File: config.mk
export PLATFORM = sky130hd
export DESIGN_NAME = control_seq
export DESIGN_NICKNAME = d
export VERILOG_FILES = /design/src/rtl/control_seq.sv
export SDC_FILE = /design/constraint.sdc
export NUM_CORES = 1
export LEC_CHECK = 0
export ABC_AREA = 1
export CORE_MARGIN = 2
export CORE_UTILIZATION = 40
export CTS_BUF_LIST = sky130_fd_sc_hd__clkbuf_2
export CTS_CLUSTER_SIZE = 25
export DETAILED_ROUTE_END_ITERATION = 12
export GPL_TIMING_DRIVEN = 0
export PLACE_DENSITY_LB_ADDON = 0.05
export SLEW_MARGIN = 15
export SYNTH_ARGS = -nofsm -noshare
export SYNTH_HDL_FRONTEND = slang
export SYNTH_SLANG_ARGS = --single-unit
File: constraint.sdc
create_clock -name clk -period 1.35 [get_ports clk]
set_input_delay 0.135 -clock clk [delete_from_list [all_inputs] [get_ports clk]]
set_output_delay 0.135 -clock clk [all_outputs]
set_load 0.01 [all_outputs]
File: src/rtl/control_seq.sv
// control_seq: fetch/execute sequencer for the nic8 datapath.
// Owns the instruction register, latched ALU flags and a retired-instruction
// counter. It drives single-cycle enable strobes that qualify datapath
// registers clocked by clk.
module control_seq #(
  parameter int unsigned DATA_W = 8,
  parameter int unsigned CNT_W  = 16
) (
  input  logic              clk,
  input  logic              reset,
  input  logic [DATA_W-1:0] bus_in,
  input  logic [DATA_W-1:0] a_value,
  input  logic              alu_carry,
  input  logic              alu_shift,
  input  logic              ready,
  output logic [7:0]        ir,
  output logic [1:0]        state,
  output logic              pc_inc,
  output logic              pc_load,
  output logic              en_a,
  output logic              en_b,
  output logic              en_x,
  output logic              en_q,
  output logic              mem_we,
  output logic [2:0]        sel_src,
  output logic              alu_sub,
  output logic              alu_cin,
  output logic              shift_in,
  output logic              flag_c,
  output logic              flag_s,
  output logic              halted,
  output logic [CNT_W-1:0]  retired
);

  typedef enum logic [1:0] {
    StFetch = 2'b00,
    StExec  = 2'b01,
    StHalt  = 2'b10
  } state_e;

  state_e             state_q, state_d;
  logic [7:0]         ir_q, ir_d;
  logic               flag_c_q, flag_c_d;
  logic               flag_s_q, flag_s_d;
  logic [CNT_W-1:0]   retired_q, retired_d;

  logic [2:0] dest, src;
  logic       bit7, bit3, is_halt, jump_cond, go;

  assign dest    = ir_q[6:4];
  assign src     = ir_q[2:0];
  assign bit7    = ir_q[7];
  assign bit3    = ir_q[3];
  assign is_halt = (ir_q == 8'h08);
  // A cycle only does work when memory is ready and reset is not pending.
  assign go      = ready & ~reset;

  // Jump condition uses the latched flags, never the live ALU outputs.
  always_comb begin
    unique case ({bit7, bit3})
      2'b00:   jump_cond = 1'b1;
      2'b01:   jump_cond = (a_value == '0);
      2'b10:   jump_cond = flag_c_q;
      default: jump_cond = flag_s_q;
    endcase
  end

  // Strobes and ALU controls decoded from state, ir and ready.
  always_comb begin
    pc_inc   = 1'b0;
    pc_load  = 1'b0;
    en_a     = 1'b0;
    en_b     = 1'b0;
    en_x     = 1'b0;
    en_q     = 1'b0;
    mem_we   = 1'b0;
    sel_src  = 3'd0;
    alu_sub  = 1'b0;
    alu_cin  = 1'b0;
    shift_in = 1'b0;
    case (state_q)
      StFetch: pc_inc = go;
      StExec: begin
        sel_src  = src;
        alu_sub  = bit3;
        alu_cin  = bit7;
        shift_in = bit3;
        if (go && !is_halt) begin
          // Immediate source steps the PC past the operand byte.
          pc_inc = (src == 3'd0);
          case (dest)
            3'd1:    pc_load = jump_cond;
            3'd2:    en_a    = 1'b1;
            3'd3:    en_b    = 1'b1;
            3'd4:    en_x    = 1'b1;
            3'd5:    mem_we  = 1'b1;
            3'd6:    en_q    = 1'b1;
            default: ;
          endcase
        end
      end
      default: ;
    endcase
  end

  // Next-state logic for sequencer, IR, flags and retired counter.
  always_comb begin
    state_d   = state_q;
    ir_d      = ir_q;
    flag_c_d  = flag_c_q;
    flag_s_d  = flag_s_q;
    retired_d = retired_q;
    case (state_q)
      StFetch: begin
        if (ready) begin
          ir_d    = bus_in[7:0];
          state_d = StExec;
        end
      end
      StExec: begin
        if (ready) begin
          retired_d = retired_q + CNT_W'(1);
          if (is_halt) begin
            state_d = StHalt;
          end else begin
            if (src == 3'd6) flag_c_d = alu_carry;
            if (src == 3'd7) flag_s_d = alu_shift;
            if (dest == 3'd0) begin
              // Chained fetch: the bus word becomes the next instruction.
              ir_d    = bus_in[7:0];
              state_d = StExec;
            end else begin
              state_d = StFetch;
            end
          end
        end
      end
      StHalt:  state_d = StHalt;
      default: state_d = StFetch;
    endcase
  end

  // State registers with synchronous reset.
  always_ff @(posedge clk) begin
    if (reset) begin
      state_q   <= StFetch;
      ir_q      <= 8'h00;
      flag_c_q  <= 1'b0;
      flag_s_q  <= 1'b0;
      retired_q <= '0;
    end else begin
      state_q   <= state_d;
      ir_q      <= ir_d;
      flag_c_q  <= flag_c_d;
      flag_s_q  <= flag_s_d;
      retired_q <= retired_d;
    end
  end

  assign ir      = ir_q;
  assign state   = state_q;
  assign flag_c  = flag_c_q;
  assign flag_s  = flag_s_q;
  assign retired = retired_q;
  assign halted  = (state_q == StHalt);

endmodule

==> reports/summary.txt, run 1 <==
Worst slew margin: 0.5950
crit-path cells: buf_6 -> nor2_4 -> nand2_2 -> nor3_1 -> buf_2
Fin. Hold Viols: 0
first-pass detailed-route iteration total: 5
clock skew: 17.06 ps
cts bufs inserted: 3
cells after synthesis: 247
Die Y: 66.66 microns
Initial Util: 0.4226
vias: 2102
Cells after DPL: 356
starting DRC count in detailed routing: 112
Final min period: 1768 ps
simple-gate share of the synthesized area: 0.3960
Max Slew Vio Count: 0
mean number of vias per cell: 5.065
Cell variety after synth: 26
Critical Path RT: 1220 ps
Die Wd: 66.66 microns
Synth Area in XOR/XNOR: 0.01673
share of layout cells above drive strength 1: 0.4550
Logic pwr share: 0.347
top cells by area, synth: dfxtp_1, nand2_1, nor2_1, inv_1, nand3_1
clock network fraction of total power: 0.173
die area: 4443 sq um
number of non-filler instances in the completed layout: 415
Remaining DRCs: 0
CTS tree: built
nets: 391
Leakage: 1.446 nW
initial antenna violation count: 0
post-synth top area share: 0.3570
main combinational cell family by area after synthesis: simple AND/OR/NAND/NOR gates
post-synthesis mux area share: 0
num rows: 22
Flop pwr share: 0.480
failing checks: negative setup slack
detailed placement HPWL: 3060 microns
clk buf depth: 2
final setup TNS: -4358 ps
CP max stage cell: dfxtp_2
IO Count: 63
Root Driver: clkbuf_2
Synth Area in Compound Gates: 0.09801
power consumption: 0.001843 W
syn_nets: 269
clk_lat worst skew: 380 ps
worst-path maximum fanout: 4
# setup viols final: 33
GRT Overall Usage: 0.2515
critical path endpoint category: output port
critical path class: flop to output port
Net Sw Frac: 0.3313
CTS Hold Bufs: 0
grt total ovfl: 0
# diodes: 0
post-synthesis adder-cell area fraction: 0.007968
Final Cell Area: 3019 sq um
Clock H-tree levels: 1
worst setup margin: -417.5 ps
drt total wl: 6018 microns
Netlist Area Pre-Place: 1570 sq um
Fillers: 253
VDD IR max: 509.5 uV
Yosys top cell by area: dfxtp_1
Detail Route Antenna Nets: 0
post-synthesis sequential area ratio: 0.3570
GP Congestion: 0.7893
CTS Sinks: 28
Fmax: 0.5658 GHz
Final Util: 0.8125
area delta synth->final: 92.27%
Avg Synthesized Cell Area: 6.357 sq um
Pwr Density: 610.6 nW/um^2
Worst-path clk slew: 280 ps
routed len/inst: 14.50 microns
fin crit share: 1.309
largest net degree at the start of global routing: 15
Port Buffers: 61
Net Switching: 0.0006108 W
first-pass GRT wire length: 8583 microns
CP Data Arrival Time: 1630 ps
Core Area: 3716 sq um
Yosys Warn Count: 0
max_cap viols: 0
worst slew pin tran: 607.4 ps
RSZ-0062 raised after global routing: yes
CP startpoint kind: flop
status: finished with violations
#FFs+latches synth: 28
Internal: 0.001233 W
vias in the first global route: 1895
CP max stage delay: 400 ps
Worst Hold Class: primary input to flop
Placed Instance Area: 2241 sq um
-- final timing paths --
path                                          startpoint                        to  slack, ps  cells after the start
worst max-delay path               state[1]$_SDFFE_PP0P_                      en_x       -420                      5
worst min-delay path                               ready       flag_s$_SDFFE_PP0P_        140                      5
worst max register to register        ir[6]$_SDFFE_PP0P_        ir[3]$_SDFFE_PP0P_       -140                      9
worst min register to register  retired[15]$_SDFFE_PP0P_  retired[15]$_SDFFE_PP0P_        550                      4
-- cell usage in the layout, fill, tap and decap left out, types with 2 or more instances in the layout --
master and count:
a21oi_1 10, xor2_1 3, dlygate4sd2_1 21, clkbuf_2 5
inv_4 3, inv_2 7, nand3_4 4, nor2_1 36
nand2_1 43, nand3_1 9, buf_6 24, clkdlybuf4s15_1 4
dfxtp_2 22, nor3_4 2, nor2_4 10, nor3_1 4
clkdlybuf4s50_1 19, nand3_2 8, dfxtp_4 6, o21ai_0 3
a21oi_2 8, nand4_1 8, nand2_2 4, nor3_2 3
inv_1 31, nand2_4 4, buf_4 40, buf_2 10
-- synthesized netlist by cell type --
master     n
xor2_1     3
a31oi_1    1
dfxtp_1   28
o32ai_1    1
nand3_2    2
nor2_4     3
inv_2      1
o21a_1     1
buf_4      2
o21ai_0    5
nand2_4    1
nand2_1   51
a21oi_2    1
nor3b_1    1
nand3_1   19
clkinv_1   1
o21bai_1   1
a21oi_1   18
inv_1     41
clkbuf_1   1
and3_1     1
ha_1       1
nand4_1    8
nor3_1     9
nor2_1    43
buf_2      3
-- worst max-delay path: cells and delay by family, from the launching register on --
family	cells	cell delay, ps
DFF	1	400
buffers and inverters	2	330
and+or+nand+nor	3	540
-- state kept, by name, summed over array words and instances (netlist names) --
signal	flops
ir	8
flag_c	1
state	2
flag_s	1
retired	16
-- power by group through the flow --
stage	logic [W]	registers, W	clock network [W]
6_report	0.000640	0.000886	0.000318
2_1_floorplan	0.000170	0.000914	0
3_3_place_gp	0.000347	0.000908	0
4_1_cts	0.000510	0.000878	0.000311
5_1_grt	0.000683	0.000888	0.000345
3_5_place_dp	0.000349	0.000908	0
-- repair_timing --
| action | CTS | global route |
|---|---|---|
| setup buffers | 48 | 10 |
| pin swaps | 14 | 23 |
| gates resized for setup | 174 | 63 |
| endpoints found under the setup margin | 63 | 45 |
| gates cloned | 2 | 1 |
-- metal layers --
layer	GRT usage	up-vias	wire (microns)
met2	0.4525	73	3169
li1	-	1023	-
met5	0	-	0
met4	0.05357	0	72
met1	0.3133	996	2422
met3	0.04054	10	353
-- layout make-up --
type	instances	area (sq um)	area share
multi-input cells	171	1089	0.3605
inverters	43	176.4	0.05843
plain buffers	6	47.55	0.01575
clock buffers	3	15.01	0.004973
repair buffers	116	1021	0.3382
well taps	48	60.06	0.01989
flip-flops and latches	28	610.6	0.2022
-- stage by stage --
stage / hold slack, ps / setup slack (ps)
detailed placement: 491.7 / -597.5
finish: 138.2 / -417.5
floorplan: 354.9 / 19.94
global route: 169.6 / -439.6
global placement: 484.3 / -636.3
CTS: 136.9 / -299.0
-- cell families (layout without fill, tap and decap cells) --
logic type                 after synthesis  count (layout)
and+or+nand+nor                        138             139
xor gates and xnor gates                 3               3
adders and majority gates                1               1
buffers and inverters                   49             168
DFF                                     28              28
AOI/OAI and AO/OA                       28              28
Power figures use the tool's default switching activity.
==> run 2, diff against run 1 <==
--- a/config.mk
+++ b/config.mk
@@ -13,7 +13,6 @@
 export DETAILED_ROUTE_END_ITERATION = 12
 export GPL_TIMING_DRIVEN = 0
 export PLACE_DENSITY_LB_ADDON = 0.05
-export SLEW_MARGIN = 15
 export SYNTH_ARGS = -nofsm -noshare
 export SYNTH_HDL_FRONTEND = slang
 export SYNTH_SLANG_ARGS = --single-unit
==> results of run 2 <==
Same layout as run 1: the final DEF is identical, and so are final timing and power.
==> run 3, diff against run 2 <==
--- a/config.mk
+++ b/config.mk
@@ -6,6 +6,7 @@
 export NUM_CORES = 1
 export LEC_CHECK = 0
 export ABC_AREA = 1
+export CAP_MARGIN = 20
 export CORE_MARGIN = 2
 export CORE_UTILIZATION = 40
 export CTS_BUF_LIST = sky130_fd_sc_hd__clkbuf_2
==> results of run 3 <==
Same layout as run 1: the final DEF is identical, and so are final timing and power.
